[config.mk]
export PLATFORM = sky130hd
export DESIGN_NAME = track_recorder
export DESIGN_NICKNAME = d
export VERILOG_FILES = /design/src/rtl/track_recorder_pkg.sv /design/src/rtl/track_recorder_sync_edge.sv /design/src/rtl/track_recorder.sv
export SDC_FILE = /design/constraint.sdc
export NUM_CORES = 1
export LEC_CHECK = 0
export ABC_AREA = 1
export BUFFER_PORTS_ARGS = -buffer_cell sky130_fd_sc_hd__buf_4
export CORE_MARGIN = 2
export CORE_UTILIZATION = 55
export DETAILED_ROUTE_END_ITERATION = 8
export GPL_TIMING_DRIVEN = 1
export PLACE_DENSITY_LB_ADDON = 0.05
export SLEW_MARGIN = 20
export SYNTH_ARGS = -nofsm -noshare
export SYNTH_HDL_FRONTEND = slang
export SYNTH_SLANG_ARGS = --single-unit
export TNS_END_PERCENT = 20
[constraint.sdc]
create_clock -name CLOCK_50 -period 3.6 [get_ports CLOCK_50]
set_input_delay 0.72 -clock CLOCK_50 [delete_from_list [all_inputs] [get_ports CLOCK_50]]
set_output_delay 0.72 -clock CLOCK_50 [all_outputs]
set_load 0.02 [all_outputs]
[src/rtl/track_recorder_pkg.sv]
// Shared note-track constants and recorder state encoding.
// The playback side imports the same depth and width constants.
package track_recorder_pkg;

  localparam int TRK_LANES  = 4;
  localparam int TRK_DEPTH  = 32;
  localparam int TRK_ADDR_W = 5;

  typedef enum logic [1:0] {
    ST_IDLE   = 2'd0,
    ST_ARMED  = 2'd1,
    ST_RECORD = 2'd2,
    ST_DONE   = 2'd3
  } rec_state_t;

endpackage

[src/rtl/track_recorder_sync_edge.sv]
// Two-flop synchroniser for an asynchronous level, followed by a registered
// rising-edge detect that yields a one-cycle pulse per edge.
module sync_edge (
  input  logic i_clk,
  input  logic i_rst,
  input  logic i_async,
  output logic o_rise
);

  logic r_meta;
  logic r_sync;
  logic r_prev;
  logic r_rise;

  always_ff @(posedge i_clk) begin
    if (i_rst) begin
      r_meta <= 1'b0;
      r_sync <= 1'b0;
      r_prev <= 1'b0;
      r_rise <= 1'b0;
    end else begin
      r_meta <= i_async;
      r_sync <= r_meta;
      r_prev <= r_sync;
      r_rise <= r_sync & ~r_prev;
    end
  end

  assign o_rise = r_rise;

endmodule

[src/rtl/track_recorder.sv]
// Records one LANES-bit word of lane presses per game beat into the track RAM,
// driving the RAM write port (ADDRESS/DATA/WREN) directly.
module track_recorder
  import track_recorder_pkg::*;
#(
  parameter int ADDR_W = TRK_ADDR_W,
  parameter int DEPTH  = TRK_DEPTH,
  parameter int LANES  = TRK_LANES
) (
  input  logic              CLOCK_50,
  input  logic              RESET_GAME,
  input  logic              START,
  input  logic              ABORT,
  input  logic              BEAT,
  input  logic [LANES-1:0]  LANE_IN,
  output logic [ADDR_W-1:0] ADDRESS,
  output logic [LANES-1:0]  DATA,
  output logic              WREN,
  output logic              BUSY,
  output logic              DONE
);

  rec_state_t        r_state;
  rec_state_t        w_state_nxt;
  logic [ADDR_W-1:0] r_slot;
  logic [ADDR_W-1:0] w_slot_nxt;
  logic [LANES-1:0]  r_latch;
  logic [LANES-1:0]  w_latch_nxt;
  logic [ADDR_W-1:0] r_addr;
  logic [ADDR_W-1:0] w_addr_nxt;
  logic [LANES-1:0]  r_data;
  logic [LANES-1:0]  w_data_nxt;
  logic              r_wren;
  logic              w_wren_nxt;

  logic [LANES-1:0]  r_lane_meta;
  logic [LANES-1:0]  r_lane_sync;
  logic              w_beat_rise;
  logic [LANES-1:0]  w_slot_word;
  logic              w_last_slot;

  sync_edge u_beat_sync (
    .i_clk   (CLOCK_50),
    .i_rst   (RESET_GAME),
    .i_async (BEAT),
    .o_rise  (w_beat_rise)
  );

  always_ff @(posedge CLOCK_50) begin
    if (RESET_GAME) begin
      r_lane_meta <= '0;
      r_lane_sync <= '0;
    end else begin
      r_lane_meta <= LANE_IN;
      r_lane_sync <= r_lane_meta;
    end
  end

  // Presses still visible in the beat_rise cycle belong to the slot being closed.
  assign w_slot_word = r_latch | r_lane_sync;
  assign w_last_slot = (r_slot == ADDR_W'(DEPTH - 1));

  always_comb begin
    w_state_nxt = r_state;
    w_slot_nxt  = r_slot;
    w_latch_nxt = r_latch;
    w_addr_nxt  = r_addr;
    w_data_nxt  = r_data;
    w_wren_nxt  = 1'b0;

    case (r_state)
      ST_IDLE: begin
        w_latch_nxt = '0;
        if (START) begin
          w_state_nxt = ST_ARMED;
          w_slot_nxt  = '0;
        end
      end
      ST_ARMED: begin
        w_latch_nxt = '0;
        if (w_beat_rise) begin
          w_state_nxt = ST_RECORD;
          w_slot_nxt  = '0;
        end
      end
      ST_RECORD: begin
        w_latch_nxt = w_slot_word;
        if (w_beat_rise) begin
          w_data_nxt  = w_slot_word;
          w_addr_nxt  = r_slot;
          w_wren_nxt  = 1'b1;
          w_latch_nxt = '0;
          if (w_last_slot) begin
            w_state_nxt = ST_DONE;
          end else begin
            w_slot_nxt = r_slot + ADDR_W'(1);
          end
        end
      end
      ST_DONE: begin
        w_latch_nxt = '0;
        if (START) begin
          w_state_nxt = ST_ARMED;
          w_slot_nxt  = '0;
        end
      end
      default: begin
        w_state_nxt = ST_IDLE;
        w_latch_nxt = '0;
      end
    endcase

    // Abort overrides any transition or write decided above.
    if (ABORT) begin
      w_state_nxt = ST_IDLE;
      w_latch_nxt = '0;
      w_addr_nxt  = r_addr;
      w_data_nxt  = r_data;
      w_wren_nxt  = 1'b0;
    end
  end

  always_ff @(posedge CLOCK_50) begin
    if (RESET_GAME) begin
      r_state <= ST_IDLE;
      r_slot  <= '0;
      r_latch <= '0;
      r_addr  <= '0;
      r_data  <= '0;
      r_wren  <= 1'b0;
    end else begin
      r_state <= w_state_nxt;
      r_slot  <= w_slot_nxt;
      r_latch <= w_latch_nxt;
      r_addr  <= w_addr_nxt;
      r_data  <= w_data_nxt;
      r_wren  <= w_wren_nxt;
    end
  end

  assign ADDRESS = r_addr;
  assign DATA    = r_data;
  assign WREN    = r_wren;
  assign BUSY    = (r_state == ST_ARMED) || (r_state == ST_RECORD);
  assign DONE    = (r_state == ST_DONE);

endmodule
==> flow_summary.yaml <==
setup_path:
  crit_path_end_kind: "output port"
  required_ps: 2880
  crit_fanout: 5
  cp-start-kind: "register"
  cp.arrival_ps: 1330
  path_class: "reg2out"
grt:
  first_global_vias: 905
  grt-ovfl-total: 0
  track_usage_pct: 18.3
  antenna_found_initial: 0
  grt_pass1_wl_um: 3510
  grt_max_degree: 18
clock_tree:
  cts-root-buf: "clkbuf_4"
  ctsHtreeMaxLevel: 2
  clock_sinks: 33
  clockBufferDepth: 2
  post_cts_buffers: 0
  ctsHoldBuffers: 0
  cts.repair.resized: 0
  cts_tree: "built"
  cts_made_buffers: 5
  clkLatencyLatePin_ps: 330
  clkSlewWorstSetupHoldPaths_ps: 100
place:
  gp_congestion: 0.804
  place_hpwl_um: 1480
  port_buffers: 20
  dp_cells: 211
timing:
  finalHoldViolCount: 0
  max_freq_mhz: 487
  skew_ps: 3.15
  tightest_slew_ps: 374
  fin_setup_tns_ps: 0
  rsz0062_at_grt: "false"
  slew_violations: 0
  fin_crit_ps: 2050
  setup_viol: 0
  slew-limit-headroom_pct: 75.0
  period_share_pct: 57.0
cells_and_area:
  nets: 205
  final_common_cell: "nor2_1"
  layout_common_cells: "nor2_1 (45), dfxtp_1 (33), inv_1 (27)"
  stdcell_count: 219
  n_antenna_cell: 0
  drive_above_1_share_pct: 16.8
  area_growth_pct: 18.2
synth:
  syn_inst: 166
  ys_warn_count: 0
  avgSynthCellArea_um2: 7.58
  synth_top_area_share_pct: 52.5
  ys_seq_area_share_pct: 52.5
  yosys.area.top_type: "dfxtp_1"
  syn_nets: 181
  synthTopCellsByArea: "dfxtp_1 (53%), nor2_1 (13%), inv_1 (8.1%)"
  synth_seq_cells: 33
  ys_types: 14
  synth_area_um2: 1260
floorplan:
  start_util_pct: 57.4
  row_count: 17
  dieWidth_um: 51.8
  io_pins: 21
  dieHeight_um: 51.8
  dieArea_um2: 2680
  fp.coreArea_um2: 2190
power_and_ir_drop:
  p_int_uw: 479
  power_density_nw_per_um2: 439
  p_leak_nw: 0.759
  p_sw_share_pct: 26.6
  max-vdd-ir-drop_mv: 0.332
  switchingPower_uw: 174
  clock_power_share_pct: 29.8
  power_frac_comb_pct: 10.9
  power_frac_seq_pct: 59.2
status:
  status: "finished, final reports clean"
detailed_routing:
  drt-pass1-iter-count: 4
  totalWireLength_um: 2040
  ant_nets: 0
  drt_iter0_markers: 7
  drc: 0
  wl_per_cell_um: 9.30
  vias: 1007
  via_per_inst: 4.60
run:
  maxCapViolCount: 0
hold_path:
  min_path_type: "reg2reg"
## worst paths after layout
kind                                                     from                            end  slack (ps)  cells after the start
worst min register to register  u_beat_sync.r_prev$_SDFF_PP0_  u_beat_sync.o_rise$_SDFF_PP0_         390                      1
worst max register to register         r_slot[0]$_SDFFE_PP0P_         r_slot[0]$_SDFFE_PP0P_        1890                     10
worst max-delay path                  r_state[0]$_SDFFE_PP0P_                           BUSY        1550                      4
worst min-delay path            u_beat_sync.r_prev$_SDFF_PP0_  u_beat_sync.o_rise$_SDFF_PP0_         390                      1
## Yosys cell counts, drive strengths merged
cell	number
nor2	46
dfxtp	33
inv	29
nand2	24
o21ai	12
a21oi	7
ha	6
nand3	4
clkbuf	2
nor3	2
buf	1
## cells by family after synthesis
group / synth area share, %
AOI/OAI and AO/OA: 7.56
DFF: 52.5
and+or+nand+nor: 24.4
adders and majority gates: 5.97
buffers and inverters: 9.55
## per-stage QoR
stage                     hold slack, ps  area [um^2]  utilization (%)  total power, mW  setup slack, ps
final                                395         1490             67.8            0.653             1550
after CTS                            398         1490             67.8            0.661             1530
after detailed placement             383         1430             65.3            0.467             1900
after floorplan                      373         1260                -            0.445             1980
after global routing                 413         1490             67.8            0.689             1470
after global placement               378         1430             65.3            0.464             1940
## flip-flops by register name, indices dropped and copies added (netlist names)
signal	flops
r_lane_sync	4
u_beat_sync.r_meta	1
u_beat_sync.r_sync	1
ADDRESS	5
r_state	2
r_lane_meta	4
r_latch	4
DATA	4
u_beat_sync.r_prev	1
u_beat_sync.o_rise	1
WREN	1
r_slot	5
## critical path: stages, from the launching register on
cell     delay (ps)
dfxtp_1         410
inv_1            70
ha_1            340
inv_1            70
buf_4           130
## power groups by stage
stage / sequential [mW] / clock [mW] / combinational, mW
CTS: 0.387 / 0.202 / 0.0721
global placement: 0.395 / 0 / 0.0692
global route: 0.388 / 0.219 / 0.0818
detailed placement: 0.395 / 0 / 0.0716
floorplan: 0.394 / 0 / 0.0516
finish: 0.387 / 0.195 / 0.0714
## layout make-up
| class | count | area [um^2] |
|---|---|---|
| fillers | 214 | 704 |
| flip-flops and latches | 33 | 661 |
| multi-input cells | 101 | 477 |
| repair buffers | 20 | 150 |
| inverters | 29 | 109 |
| clock buffers | 5 | 37.5 |
| well taps | 28 | 35.0 |
| clock inverters | 3 | 17.5 |
## routing by layer
| layer | up-vias | wire length, um | track usage (%) |
|---|---|---|---|
| li1 | 548 | - | - |
| met1 | 433 | 985 | 20.1 |
| met3 | 5 | 84 | 6.90 |
| met5 | - | 0 | 0 |
| met2 | 21 | 929 | 30.8 |
| met4 | 0 | 37 | 9.21 |
(Power assumes the default switching activity.)
